===== src/rtl/shift_operand_stage_pkg.sv =====
// Shared types and helpers for the multiplier operand-preparation stage.
// Holds the skid-buffer state encoding, the operand pair, and the shift helper.
package shift_operand_pkg;

    localparam int OP_IN_W  = 16;
    localparam int OP_OUT_W = 32;

    typedef enum logic [1:0] {
        EMPTY,
        ONE,
        TWO
    } skid_state_t;

    typedef struct packed {
        logic [OP_OUT_W-1:0] a;
        logic [OP_OUT_W-1:0] b;
    } op_pair_t;

    // Logical right shift in the raw width, then zero-extend to the delivered width.
    function automatic logic [OP_OUT_W-1:0] shift_mask(
        input logic [OP_IN_W-1:0] value,
        input int unsigned        sh
    );
        logic [OP_IN_W-1:0] shifted;
        shifted = value >> sh;
        return OP_OUT_W'(shifted);
    endfunction

endpackage


===== src/rtl/shift_operand_stage_if.sv =====
// Operand-pair bus: upstream raw pairs in, shifted pairs out, delivered count.
// master = the side driving pairs in and accepting them out; slave = the stage.
interface shift_operand_stage_if #(
    parameter int IN_W  = 16,
    parameter int OUT_W = 32,
    parameter int CNT_W = 16
) ();

    logic             in_valid;
    logic             in_ready;
    logic [IN_W-1:0]  in_a;
    logic [IN_W-1:0]  in_b;
    logic             out_valid;
    logic             out_ready;
    logic [OUT_W-1:0] out_a;
    logic [OUT_W-1:0] out_b;
    logic [CNT_W-1:0] xfer_count;

    modport master (
        output in_valid, in_a, in_b, out_ready,
        input  in_ready, out_valid, out_a, out_b, xfer_count
    );

    modport slave (
        input  in_valid, in_a, in_b, out_ready,
        output in_ready, out_valid, out_a, out_b, xfer_count
    );

endinterface


===== src/rtl/shift_operand_stage_skid_buffer2.sv =====
// Generic 2-entry valid/ready register slice with a main and a skid register.
// Ready and valid decode straight from the state flop: no comb in->out paths.
module skid_buffer2
    import shift_operand_pkg::*;
#(
    parameter type T = logic [31:0]
) (
    input  logic clk,
    input  logic rst,
    input  logic in_valid,
    output logic in_ready,
    input  T     in_data,
    output logic out_valid,
    input  logic out_ready,
    output T     out_data
);

    skid_state_t state_q, state_d;
    T            main_q, main_d;
    T            skid_q, skid_d;
    logic        in_hs;
    logic        out_hs;

    assign in_ready  = (state_q != TWO);
    assign out_valid = (state_q != EMPTY);
    assign out_data  = main_q;
    assign in_hs     = in_valid && in_ready;
    assign out_hs    = out_valid && out_ready;

    // Next-state and register-load decode for the EMPTY/ONE/TWO occupancy FSM.
    always_comb begin
        state_d = state_q;
        main_d  = main_q;
        skid_d  = skid_q;
        unique case (state_q)
            EMPTY: begin
                if (in_hs) begin
                    main_d  = in_data;
                    state_d = ONE;
                end
            end
            ONE: begin
                if (in_hs && out_hs) begin
                    main_d = in_data;
                end else if (in_hs) begin
                    skid_d  = in_data;
                    state_d = TWO;
                end else if (out_hs) begin
                    state_d = EMPTY;
                end
            end
            TWO: begin
                if (out_hs) begin
                    main_d  = skid_q;
                    state_d = ONE;
                end
            end
            default: begin
                state_d = EMPTY;
            end
        endcase
    end

    // State and payload registers; reset discards anything in flight.
    always_ff @(posedge clk or posedge rst) begin
        if (rst) begin
            state_q <= EMPTY;
            main_q  <= '0;
            skid_q  <= '0;
        end else begin
            state_q <= state_d;
            main_q  <= main_d;
            skid_q  <= skid_d;
        end
    end

    // Occupancy sanity and hold-under-backpressure checks.
    always @(posedge clk) begin
        if (!rst) begin
            assert (!(out_valid && !in_ready && state_q == EMPTY));
            if (out_valid && !out_ready) begin
                assert (main_d == main_q && state_d != EMPTY);
            end
        end
    end

endmodule


===== src/rtl/shift_operand_stage.sv =====
// Operand-preparation stage: shift raw operand pairs, zero-extend, buffer
// them through a 2-entry skid slice, and count pairs delivered downstream.
module shift_operand_stage
    import shift_operand_pkg::*;
#(
    parameter int IN_W  = 16,
    parameter int OUT_W = 32,
    parameter int SHIFT = 1,
    parameter int CNT_W = 16
) (
    input  logic                 clk,
    input  logic                 rst,
    shift_operand_stage_if.slave bus
);

    if (OUT_W < IN_W) begin : g_bad_width
        $error("shift_operand_stage: OUT_W must be >= IN_W");
    end

    if (SHIFT < 0 || SHIFT >= IN_W) begin : g_bad_shift
        $error("shift_operand_stage: SHIFT must be in 0..IN_W-1");
    end

    typedef struct packed {
        logic [OUT_W-1:0] a;
        logic [OUT_W-1:0] b;
    } pair_t;

    pair_t            in_pair;
    pair_t            out_pair;
    logic             out_hs;
    logic [CNT_W-1:0] cnt_q, cnt_d;

    if (IN_W == OP_IN_W && OUT_W == OP_OUT_W) begin : g_pkg_shift
        // Default widths use the shared helper so the multiplier side agrees.
        always_comb begin
            in_pair.a = shift_mask(bus.in_a, SHIFT);
            in_pair.b = shift_mask(bus.in_b, SHIFT);
        end
    end else begin : g_gen_shift
        // Shift in the raw width; the cast zero-extends to OUT_W.
        always_comb begin
            in_pair.a = OUT_W'(bus.in_a >> SHIFT);
            in_pair.b = OUT_W'(bus.in_b >> SHIFT);
        end
    end

    skid_buffer2 #(
        .T (pair_t)
    ) u_skid (
        .clk       (clk),
        .rst       (rst),
        .in_valid  (bus.in_valid),
        .in_ready  (bus.in_ready),
        .in_data   (in_pair),
        .out_valid (bus.out_valid),
        .out_ready (bus.out_ready),
        .out_data  (out_pair)
    );

    assign bus.out_a      = out_pair.a;
    assign bus.out_b      = out_pair.b;
    assign out_hs         = bus.out_valid && bus.out_ready;
    assign bus.xfer_count = cnt_q;

    // Delivered-pair count, pinned at all-ones once saturated.
    always_comb begin
        cnt_d = cnt_q;
        if (out_hs && cnt_q != '1) begin
            cnt_d = cnt_q + 1'b1;
        end
    end

    // Counter register.
    always_ff @(posedge clk or posedge rst) begin
        if (rst) begin
            cnt_q <= '0;
        end else begin
            cnt_q <= cnt_d;
        end
    end

    // Bits shifted in from the top must always read as zero.
    always @(posedge clk) begin
        if (!rst) begin
            assert ((bus.out_a >> (IN_W - SHIFT)) == '0);
            assert ((bus.out_b >> (IN_W - SHIFT)) == '0);
        end
    end

endmodule


===== src/flat_wrapper.sv =====
// flat-port wrapper written by rule: the top's interface ports become plain ports
module shift_operand_stage_flat import shift_operand_pkg::*;
#(
    parameter int IN_W  = 16,
    parameter int OUT_W = 32,
    parameter int SHIFT = 1,
    parameter int CNT_W = 16
)
  (clk, rst, bus_in_valid, bus_in_a, bus_in_b, bus_out_ready, bus_in_ready, bus_out_valid, bus_out_a, bus_out_b, bus_xfer_count);
  shift_operand_stage_if #(.IN_W(IN_W), .OUT_W(OUT_W), .CNT_W(CNT_W)) bus_i ();
  input  logic clk;
  input  logic rst;
  input wire logic [$bits(bus_i.in_valid)-1:0] bus_in_valid;
  input wire logic [$bits(bus_i.in_a)-1:0] bus_in_a;
  input wire logic [$bits(bus_i.in_b)-1:0] bus_in_b;
  input wire logic [$bits(bus_i.out_ready)-1:0] bus_out_ready;
  output wire logic [$bits(bus_i.in_ready)-1:0] bus_in_ready;
  output wire logic [$bits(bus_i.out_valid)-1:0] bus_out_valid;
  output wire logic [$bits(bus_i.out_a)-1:0] bus_out_a;
  output wire logic [$bits(bus_i.out_b)-1:0] bus_out_b;
  output wire logic [$bits(bus_i.xfer_count)-1:0] bus_xfer_count;
  assign bus_i.in_valid = bus_in_valid;
  assign bus_i.in_a = bus_in_a;
  assign bus_i.in_b = bus_in_b;
  assign bus_i.out_ready = bus_out_ready;
  assign bus_in_ready = bus_i.in_ready;
  assign bus_out_valid = bus_i.out_valid;
  assign bus_out_a = bus_i.out_a;
  assign bus_out_b = bus_i.out_b;
  assign bus_xfer_count = bus_i.xfer_count;
  shift_operand_stage #(.IN_W(IN_W), .OUT_W(OUT_W), .SHIFT(SHIFT), .CNT_W(CNT_W)) u_core (.clk(clk), .rst(rst), .bus(bus_i));
endmodule

===== config.mk =====
export PLATFORM = sky130hd
export DESIGN_NAME = shift_operand_stage_flat
export DESIGN_NICKNAME = d
export VERILOG_FILES = /design/src/rtl/shift_operand_stage_pkg.sv /design/src/rtl/shift_operand_stage_if.sv /design/src/rtl/shift_operand_stage_skid_buffer2.sv /design/src/rtl/shift_operand_stage.sv /design/src/flat_wrapper.sv
export SDC_FILE = /design/constraint.sdc
export NUM_CORES = 1
export LEC_CHECK = 0
export BUFFER_PORTS_ARGS = -buffer_cell sky130_fd_sc_hd__clkbuf_2
export CAP_MARGIN = 40
export CORE_MARGIN = 2
export CORE_UTILIZATION = 40
export CTS_CLUSTER_DIAMETER = 30
export DETAILED_ROUTE_END_ITERATION = 7
export GPL_ROUTABILITY_DRIVEN = 0
export PLACE_DENSITY = 0.63
export REMOVE_ABC_BUFFERS = 1
export SYNTH_ARGS = -nofsm -noshare
export SYNTH_HDL_FRONTEND = slang
export SYNTH_SLANG_ARGS = --single-unit

===== constraint.sdc =====
create_clock -name clk -period 2.8 [get_ports clk]
set_input_delay 0.14 -clock clk [delete_from_list [all_inputs] [get_ports clk]]
set_output_delay 0.14 -clock clk [all_outputs]
set_load 0.005 [all_outputs]

---- Word-level counts from Yosys, hierarchy flattened ----
Cells that the tools add are included.
operators by class
  muxes and demuxes ....................... 10
  bitwise gates (word level) .............. 1
  add/subtract/negate cells ............... 1
  reduce and logical (&&, ||, !) cells .... 10
  equal/unequal tests ..................... 9
operators by type and width
  operator                                       count
  two-way mux 64 bit                             3
  case mux 64 bit (3 select lines)               1
  adder 16 x 1 -> 16 bit, second input constant  1
  != test 16 bit, second input constant          1
  two-way mux 2 bit                              5
  != test 2 bit, second input constant           4
  AND reduction 4 bit                            2
  case mux 2 bit (3 select lines)                1
  logical AND 1 bit                              4
  != test 3 x 2 -> 1 bit, second input constant  1
  AND reduction 3 bit                            1
  nonzero test 3 bit                             1
  == test 2 x 1 -> 1 bit, second input constant  1
  == test 2 bit, second input constant           1
  zero test 2 bit                                1
  != test 2 x 1 -> 1 bit, second input constant  1
  nonzero test 2 bit                             1
  NOT 1 bit                                      1
word-level totals
  input bits .............................. 36
  logic and storage cells ................. 37
  output and inout bits ................... 82
  register bits after elaboration ......... 112

---- Logic depth before layout (Yosys ltp) ----
Gate-level depths: netlist of the first run.
  depth after elaboration ................. 6
  gate-level depth with buffers ........... 6
  gate-level depth less buffers ........... 6

---- Hierarchy ----
Synthesis of the first run repeated with hierarchy kept, for this count alone.
second synthesis, totals
  cell total of the unflattened synthesis .. 429
  area total of the unflattened synthesis .. 6,675.2 µm²
by module, submodules not included
  module               instances  area each (µm²)  sequential area each (µm²)  cells each
  skid_buffer2         1          5,833.1          3,253.1                     353
  shift_operand_stage  1          842.1            400.4                       76

---- Worst setup path after synthesis of the first run ----
Ideal clock, no wire load.
  path kind ............................... reg-to-reg
  start point ............................. register u_core.cnt_q[0], in the netlist u_core.bus.xfer_count[0]
  end point ............................... register u_core.cnt_q[10], in the netlist u_core.bus.xfer_count[10]
  setup time .............................. 0.125 ns
  arrival ................................. 1.474 ns
  slack ................................... 1.202 ns
  clock period less this slack ............ 1.598 ns
  path buffers ............................ 0
  stages on the path, launching flop included .. 7
  path through ............................ dfrtp_1 ha_1 nand3_2 nor3_4 a211oi_1 nand3_1 xnor2_1
on the way
  longest elaborated chain between the ends .. 2
  elaborated cells on any way between the ends .. 3
  those cells by class .................... add/sub: 1; eq/ne: 1; reduce/logical: 1
RTL lines
  element                                                                         RTL line                   RTL
  start, declared                                                                 shift_operand_stage.sv:32  logic [CNT_W-1:0] cnt_q, cnt_d;
  start signal, assigned                                                          shift_operand_stage.sv:79  cnt_q <= cnt_d;
  parallel branches: the longest is 2 deep, another holds adder 16 x 1 -> 16 bit  -
Several ways; the timed one is not identified.
A chain may end at the register's enable or synchronous reset.

---- Worst setup path in the final report of the first run ----
  start point ............................. register u_core.u_skid.state_q[1]
  end point ............................... register u_core.u_skid.main_q, in the netlist u_core.u_skid.out_data[6]
on the way
  longest elaborated chain between the ends .. 5
  elaborated cells on any way between the ends .. 14
  those cells by class .................... eq/ne: 6; mux: 1; reduce/logical: 7
RTL lines
  element                                              RTL line                                                                        RTL
  start, declared                                      shift_operand_stage_skid_buffer2.sv:18                                          skid_state_t state_q, state_d;
  start signal, assigned                               shift_operand_stage_skid_buffer2.sv:71                                          state_q <= state_d;
  != test 2 bit or nonzero test 2 bit (tied branches)  shift_operand_stage_skid_buffer2.sv:24, shift_operand_stage_skid_buffer2.sv:25
  logical AND 1 bit, on equally long branches          shift_operand_stage_skid_buffer2.sv:27, shift_operand_stage_skid_buffer2.sv:28
  logical AND 1 bit                                    shift_operand_stage_skid_buffer2.sv:43                                          if (in_hs && out_hs) begin
  != test 2 bit (no line)                              -
  AND reduction 4 bit (no line)                        -
  end signal, assigned                                 shift_operand_stage_skid_buffer2.sv:72                                          main_q <= main_d;
  end, declared                                        shift_operand_stage_skid_buffer2.sv:19                                          T main_q, main_d;
Several ways; a longest one is shown, not always the timed one.

==> flow_summary_export.csv, run 1 <==
group,metric,value,unit
status,status,"finished clean",
clock_tree,clockBufferDepth,2,
layout,nNetsFinal,462,
synthesis,synth-seq-area-share,0.543,
global_routing,grt.total_usage,0.152,
layout,antenna_cells,0,
routing,drtAntennaViolNets,0,
synthesis,avgSynthCellArea,10.5,µm²
timing,fin_hold_ws,0.0184,ns
worst_setup_path,crit_start,"u_core.u_skid.state_q[1]",
power_and_ir_drop,power.share.sequential,0.503,
floorplan,initial_core_util,0.412,
synthesis,synth_cells,342,
routing,vias,2545,
floorplan,die_h,98.8,µm
layout,final_area,0.00421,mm²
synthesis,synth_top_cell_by_area,"dfrtp_1",
clock_tree,clk-insertion-delay-late,0.36,ns
routing,via_per_inst,4.73,
clock_tree,clock-sinks,78,
floorplan,core_area,0.00872,mm²
worst_setup_path,max_stage_delay,0.46,ns
placement,io_buffers,81,
layout,fillerInstances,829,
clock_tree,postCtsSetupBuffers,0,
synthesis,ys_warn_count,0,
clock_tree,tritoncts,"done",
synthesis,synth_edf_count,0,
global_routing,antenna_found_initial,0,
global_routing,grt_overflow,0,
synthesis,async_reset_ff_frac,1.00,
worst_setup_path,critPathLaunchType,"flop",
timing,hold_viol_final,0,
routing,avgRoutedWirePerCell,13.1,µm
flow_run,maxCapViolCount,0,
routing,drcViolationCount,0,
power_and_ir_drop,switching_power,1.06,mW
synthesis,netlist.area_leader.share,0.543,
routing,firstDrtPassIters,4,
worst_setup_path,cp.required,3.07,ns
synthesis,synth_area,0.00359,mm²
timing,timing.final.crit_period,1.81,ns
placement,dp.cells,521,
routing,routed_wl,7070,µm
floorplan,die_area,0.00975,mm²
worst_setup_path,slowest_stage,"o21ai_4",
placement,place_area,0.00400,mm²
layout,final_util,0.483,
timing,tns,0,ns
timing,rsz0062_at_grt,"no",
synthesis,ys_top_cells_by_count,"78 x dfrtp_1, 65 x nand2_1, 37 x buf_4, 33 x nor2_1, 31 x mux2_2",
floorplan,die_w,98.8,µm
floorplan,rows,34,
synthesis,yosysMostFrequentCell,"dfrtp_1",
power_and_ir_drop,internal-power,2.39,mW
synthesis,ys_types,34,
global_routing,grt_pass1_wl,11700,µm
clock_tree,cts.htree.levels,3,
layout,layout-drive-gt1-share,0.337,
power_and_ir_drop,power_density,818,mW/mm²
timing,max_freq,553,MHz
worst_setup_path,worstPathCellList,"nor2b_1 > a21oi_1 > o21ai_4 > buf_12 > nor2_1 > a31oi_1",
power_and_ir_drop,combPwrFrac,0.246,
global_routing,grt_start_max_net_pins,43,
power_and_ir_drop,p_leak,2.00,nW
floorplan,io_pins,118,
placement,dp_hpwl,4810,µm
power_and_ir_drop,finalPower,3.45,mW
timing,tightest_slew,0.636,ns
synthesis,synthTopCellsByArea,"dfrtp_1 54%, mux2_2 9.7%, buf_4 7.7%, nand2_1 6.8%, a31oi_1 5.2%",
layout,areaGrowthSynthToFinish,17.3,%
global_routing,first_global_vias,2431,
routing,drtIter0Drc,76,
timing,layout_setup_ws,0.993,ns
worst_setup_path,arrival,2.08,ns
worst_setup_path,crit_fanout,42,
worst_setup_path,worstReg2RegStart,"u_core.u_skid.state_q[1]",
timing,finalSetupViolCount,0,
worst_setup_path,endpoint_kind,"flop",
worst_setup_path,crit_type,"flop to flop",
placement,dpl_worst_slack,0.990,ns
synthesis,ys_ff_latch,78,
synthesis,synth_top_flop_cell,"dfrtp_1",
power_and_ir_drop,power_switching_share,0.307,
clock_tree,path_clk_slew,0.09,ns
clock_tree,cts_buffers,9,
clock_tree,clockRootBuffer,"clkbuf_8",
timing,fin_crit_sh,0.645,
power_and_ir_drop,ir_worst_vdd,311,µV
timing,final_max_slew_viol_count,0,
hold_path,hp-start,"bus_in_a[1]",
timing,slew_headroom,0.575,
power_and_ir_drop,p_clk_frac,0.251,
timing,finClkSkew,0.0189,ns
layout,fin_cells,538,
hold_path,worstHoldPathType,"input pin to flop",
==> cell type report <==
cell class | count | area, µm² | share of cell area
inverter | 2 | 8.76 | 0.00208
clock buffer | 10 | 138 | 0.0327
timing repair buffer | 89 | 480 | 0.114
multi-input combinational | 245 | 1430 | 0.339
clock inverter | 6 | 68.8 | 0.0163
sequential | 78 | 1950 | 0.463
tap | 108 | 135 | 0.0321
==> power by group through the flow <==
stage          logic [mW]  clock network, mW  registers, mW
6_report            0.847              0.866           1.73
5_1_grt             0.947              0.955           1.78
4_1_cts             0.869              0.896           1.74
3_5_place_dp        0.867                  0           1.76
3_3_place_gp        0.839                  0           1.74
2_1_floorplan       0.500                  0           1.73
==> cells by family after synthesis <==
family	synth area share
multiplexers	0.0972
adder cells (fa/ha/maj)	0.00348
AO/OA/AOI/OAI	0.0672
other	0.00104
buffers and inverters	0.0958
AND/OR/NAND/NOR	0.155
flip-flops	0.543
XOR/XNOR	0.0366
==> worst max-delay path: cells and delay by family (launching register included) <==
family | cells | cell delay, ns
simple gates | 2 | 0.28
compound gates | 3 | 0.74
buf+inv | 1 | 0.27
flops | 1 | 0.44
==> metal layers <==
layer  GRT usage  wire, µm
met1       0.186      3150
met2       0.252      3400
met3      0.0426       385
met4      0.0664       138
met5           0         0
==> final timing paths <==
kind	end	slack, ns	cells after the start
min in group asynchronous	u_core.bus.xfer_count[13]	0.38	3
worst max-delay path	u_core.u_skid.out_data[6]	0.99	6
worst min register to register	u_core.bus.xfer_count[15]	0.50	1
max in group asynchronous	u_core.u_skid.skid_q[36]	1.69	4
worst max register to register	u_core.u_skid.out_data[6]	0.99	6
worst min-delay path	u_core.u_skid.out_data[32]	0.02	3
==> placed cells by master (no fill, tap or decap), types with 2 or more instances in the layout <==
master	instances
clkbuf_2	81
dfrtp_1	78
nand2_1	65
conb_1	34
nor2_1	33
mux2_2	31
a31oi_1	30
nand3_1	11
xnor2_1	11
clkbuf_8	10
buf_4	6
xor2_1	4
nand4_1	3
nor2b_1	2
a21oi_1	2
clkinv_2	2
clkinv_4	2
==> sequential cells by signal, summed over array words and instances (netlist names) <==
signal and count:
u_core.u_skid.skid_q 30, u_core.bus.xfer_count 16, u_core.u_skid.state_q 2, u_core.u_skid.out_data 30
==> what timing repair did <==
item | in CTS | in global routing
hold buffers | 1 | 0
setup endpoints to repair | 0 | 0
gates resized for setup | 0 | 0
endpoints found under the hold margin | 35 | 0
Power figures use the tool's default switching activity.
==> run 2, diff against run 1 <==
==> constraint.sdc (replaced) <==
create_clock -name clk -period 1.7 [get_ports clk]
set_input_delay 0.085 -clock clk [delete_from_list [all_inputs] [get_ports clk]]
set_output_delay 0.085 -clock clk [all_outputs]
set_load 0.005 [all_outputs]
==> flow_summary_export.csv, run 2 (same netlist as run 1, synthesis figures left out) <==
group,metric,value,unit
layout,nNetsFinal,496,
worst_setup_path,cp.required,1.93,ns
routing,vias,2657,
global_routing,grt_pass1_wl,11900,µm
worst_setup_path,rr_worst_depth,6,
timing,final_max_slew_viol_count,0,
clock_tree,clock-sinks,78,
floorplan,io_pins,118,
worst_setup_path,crit_fanout,5,
status,status,"finished clean",
global_routing,antenna_found_initial,0,
worst_setup_path,endpoint_kind,"flop",
hold_path,hold_depth,3,
floorplan,rows,34,
floorplan,core_area,0.00872,mm²
layout,fin_cells,572,
layout,areaGrowthSynthToFinish,27.8,%
clock_tree,path_clk_slew,0.08,ns
clock_tree,tritoncts,"done",
global_routing,grt_overflow,0,
worst_setup_path,critPathLaunchType,"flop",
power_and_ir_drop,power_density,1250,mW/mm²
placement,dpl_worst_slack,0.0602,ns
routing,drcViolationCount,0,
layout,layout-drive-gt1-share,0.323,
power_and_ir_drop,power.share.sequential,0.497,
flow_run,maxCapViolCount,0,
placement,io_buffers,81,
routing,firstDrtPassIters,4,
placement,dp.cells,523,
worst_setup_path,crit_type,"flop to flop",
power_and_ir_drop,combPwrFrac,0.264,
layout,final_common_cell,"clkbuf_2",
floorplan,initial_core_util,0.412,
power_and_ir_drop,p_leak,2.14,nW
clock_tree,cts.htree.levels,3,
layout,antenna_cells,0,
layout,fillerInstances,777,
power_and_ir_drop,ir_worst_vdd,584,µV
floorplan,die_w,98.8,µm
power_and_ir_drop,power_switching_share,0.306,
layout,multiInputGateArea,0.00144,mm²
timing,tightest_slew,0.509,ns
layout,final_util,0.527,
power_and_ir_drop,p_clk_frac,0.239,
clock_tree,clockRootBuffer,"clkbuf_8",
clock_tree,clk-insertion-delay-late,0.34,ns
timing,finalSetupViolCount,0,
timing,timing.final.crit_period,1.59,ns
worst_setup_path,arrival,1.82,ns
placement,dp_hpwl,4780,µm
floorplan,die_h,98.8,µm
timing,layout_setup_ws,0.105,ns
clock_tree,cts_buffers,9,
global_routing,grt.total_usage,0.154,
floorplan,die_area,0.00975,mm²
routing,avgRoutedWirePerCell,12.7,µm
timing,fin_hold_ws,0.0834,ns
routing,routed_wl,7250,µm
clock_tree,clockBufferDepth,2,
hold_path,worstHoldPathType,"input pin to flop",
timing,finClkSkew,0.00920,ns
timing,max_freq,627,MHz
routing,drtIter0Drc,84,
layout,seq_area,0.00195,mm²
layout,final_cell_mix,"81 x clkbuf_2, 77 x dfrtp_1, 65 x nand2_1",
routing,drtAntennaViolNets,0,
global_routing,grt_start_max_net_pins,61,
global_routing,first_global_vias,2569,
timing,hold_viol_final,0,
timing,fin_crit_sh,0.938,
timing,slew_headroom,0.660,
routing,via_per_inst,4.65,
power_and_ir_drop,switching_power,1.76,mW
power_and_ir_drop,internal-power,3.98,mW
[run 2: timing repair]
item,CTS,global route
resized for setup,1,3
hold buffers,32,0
setup endpoints to repair,1,5
pin swaps,0,1
endpoints found under the hold margin,86,0
setup buffers,1,0
[run 2: worst paths after layout]
kind / start / end / slack, ns
min: bus_in_valid / u_core.u_skid.state_q[0] / 0.08
max in group asynchronous: rst / u_core.u_skid.skid_q[44] / 0.85
max: u_core.bus.xfer_count[1] / u_core.bus.xfer_count[4] / 0.11
min in group asynchronous: rst / u_core.bus.xfer_count[0] / 0.29
max reg2reg: u_core.bus.xfer_count[1] / u_core.bus.xfer_count[4] / 0.11
min reg2reg: u_core.bus.xfer_count[15] / u_core.bus.xfer_count[15] / 0.51
[run 2: cell type report]
class	instances	share of cell area
sequential	78	0.425
multi-input combinational	245	0.314
timing repair buffer	123	0.185
tap	108	0.0294
clock buffer	10	0.0278
clock inverter	6	0.0153
inverter	2	0.00272
[run 2: metal layers]
metal | up-vias | global-route usage | wire [µm]
met5 | - | 0 | 0
met1 | 1257 | 0.187 | 3160
met3 | 10 | 0.0404 | 321
li1 | 1318 | - | -
met2 | 72 | 0.259 | 3620
met4 | 0 | 0.0622 | 150
[run 2: worst max-delay path: stages (launching register included)]
cell and delay [ns]:
dfrtp_1 0.41, ha_1 0.21, nand3_2 0.16, nor3_4 0.27, a211oi_2 0.14, buf_4 0.16, xor2_1 0.13
[run 2: metrics by stage]
step	TNS (ns)	power, mW	cell area [µm²]
after floorplan	-65.76	3.67	3380
after global placement	0	4.28	4050
after detailed placement	0	4.36	4050
after CTS	0	5.81	4580
after global routing	-0.0359	6.15	4590
final	0	5.73	4590
[run 2: power by group through the flow]
stage                     clock, mW  combinational, mW  sequential [mW]
final                          1.37               1.51             2.85
after CTS                      1.42               1.54             2.85
after floorplan                   0              0.824             2.85
after detailed placement          0               1.47             2.89
after global placement            0               1.42             2.85
after global routing           1.52               1.69             2.94
==> run 3, diff against run 2 <==
--- a/config.mk
+++ b/config.mk
@@ -13,7 +13,7 @@
 export DETAILED_ROUTE_END_ITERATION = 7
 export GPL_ROUTABILITY_DRIVEN = 0
 export PLACE_DENSITY = 0.63
-export REMOVE_ABC_BUFFERS = 1
+export RECOVER_POWER = 50
 export SYNTH_ARGS = -nofsm -noshare
 export SYNTH_HDL_FRONTEND = slang
 export SYNTH_SLANG_ARGS = --single-unit
==> flow_summary_export.csv, run 3 (same netlist as run 1, synthesis figures left out) <==
group,metric,value,unit
layout,fillerInstances,791,
floorplan,core_area,0.00872,mm²
clock_tree,clk-insertion-delay-late,0.33,ns
power_and_ir_drop,p_leak,2.14,nW
layout,fin_cells,573,
worst_setup_path,endpoint_kind,"flop",
status,status,"finished clean",
routing,drcViolationCount,0,
power_and_ir_drop,finalPower,5.83,mW
global_routing,grt.total_usage,0.154,
clock_tree,cts_buffers,9,
worst_setup_path,critPathLaunchType,"flop",
timing,tns,0,ns
global_routing,first_global_vias,2601,
worst_setup_path,worstReg2RegStart,"u_core.bus.xfer_count[0]",
clock_tree,path_clk_slew,0.07,ns
routing,drtAntennaViolNets,0,
placement,dp_hpwl,4710,µm
placement,dpl_worst_slack,0.139,ns
floorplan,rows,34,
timing,final_max_slew_viol_count,0,
floorplan,io_pins,118,
clock_tree,postCtsSetupBuffers,0,
routing,via_per_inst,4.65,
worst_setup_path,reg2reg_to,"u_core.bus.xfer_count[1]",
clock_tree,tritoncts,"done",
timing,finClkSkew,0.00858,ns
clock_tree,clock-sinks,78,
routing,vias,2662,
worst_setup_path,max_stage_delay,0.39,ns
worst_setup_path,cp.required,1.91,ns
timing,layout_setup_ws,0.152,ns
routing,avgRoutedWirePerCell,12.5,µm
global_routing,grt_start_max_net_pins,79,
floorplan,die_area,0.00975,mm²
clock_tree,clockBufferDepth,2,
layout,layout-drive-gt1-share,0.316,
power_and_ir_drop,power_density,1270,mW/mm²
layout,antenna_cells,0,
routing,drtIter0Drc,35,
floorplan,die_w,98.8,µm
layout,nNetsFinal,499,
timing,fin_crit_sh,0.910,
timing,max_freq,646,MHz
timing,rsz0062_at_grt,"no",
global_routing,antenna_found_initial,0,
power_and_ir_drop,ir_worst_vdd,678,µV
global_routing,grt_overflow,0,
worst_setup_path,slowest_stage,"dfrtp_1",
clock_tree,cts.htree.levels,3,
worst_setup_path,arrival,1.76,ns
worst_setup_path,crit_end,"u_core.bus.xfer_count[1]",
routing,routed_wl,7150,µm
global_routing,grt_pass1_wl,12200,µm
floorplan,die_h,98.8,µm
hold_path,hold_depth,2,
floorplan,initial_core_util,0.412,
timing,slew_headroom,0.298,
hold_path,worstHoldPathType,"input pin to flop",
worst_setup_path,crit_type,"flop to flop",
timing,tightest_slew,1.05,ns
worst_setup_path,worstPathCellList,"ha_1 > nand3_2 > nor3_4 > a21oi_2 > mux2_2",
layout,areaGrowthSynthToFinish,27.5,%
worst_setup_path,crit_start,"u_core.bus.xfer_count[0]",
worst_setup_path,rr_worst_depth,5,
layout,final_cell_mix,"77 x dfrtp_1, 76 x clkbuf_2, 65 x nand2_1",
timing,timing.final.crit_period,1.55,ns
flow_run,maxCapViolCount,0,
worst_setup_path,crit_fanout,6,
routing,firstDrtPassIters,4,
timing,finalSetupViolCount,0,
layout,final_common_cell,"dfrtp_1",
placement,dp.cells,528,
clock_tree,clockRootBuffer,"clkbuf_8",
timing,hold_viol_final,0,
worst_setup_path,r2r_setup_slack,0.15,ns
placement,io_buffers,81,
layout,final_util,0.525,
run 3: power breakdown:
| group | leakage (nW) | switching, mW | internal (mW) |
|---|---|---|---|
| sequential | 0.927 | 0.365 | 2.47 |
| clock | 0.104 | 0.631 | 0.849 |
| combinational | 1.11 | 0.693 | 0.828 |
run 3: layout make-up:
type / count / area [µm²] / share of cell area
clock inverters: 4 / 72.6 / 0.0158
clock buffers: 10 / 138 / 0.0300
multi-input cells: 245 / 1430 / 0.312
well taps: 108 / 135 / 0.0295
inverters: 2 / 11.3 / 0.00246
flip-flops and latches: 78 / 1950 / 0.426
repair buffers: 126 / 840 / 0.183
run 3: worst min path at each step:
stage | end | from
floorplan | u_core.u_skid.state_q[1] | bus_out_ready
global placement | u_core.bus.xfer_count[11] | rst
detailed placement | u_core.bus.xfer_count[6] | rst
CTS | u_core.u_skid.state_q[1] | bus_out_ready
global route | u_core.u_skid.state_q[1] | bus_out_ready
finish | u_core.u_skid.state_q[1] | bus_out_ready
run 3: timing repair:
item                       in CTS  in global routing
gates resized for setup         0                  1
hold buffers                   31                  0
setup endpoints to repair       0                  1
hold endpoints to repair      132                  0
run 3: metal layers:
layer  GRT usage  share of wire
met5           0              0
met4      0.0506         0.0094
met3      0.0312          0.046
met2       0.256           0.49
met1       0.202           0.46
run 3: per-stage QoR:
step / hold slack, ns / cell area [µm²]
floorplan: 0.185 / 3720
global placement: 0.224 / 4080
detailed placement: 0.235 / 4080
CTS: 0.0169 / 4600
global route: 0.0424 / 4580
finish: 0.0318 / 4580
run 3: critical path, delay by kind of cell (launching register included):
family	cells	cell delay (ns)
compound gates	1	0.29
fa+ha+maj	1	0.22
flops	1	0.39
mux	1	0.37
simple gates	2	0.17
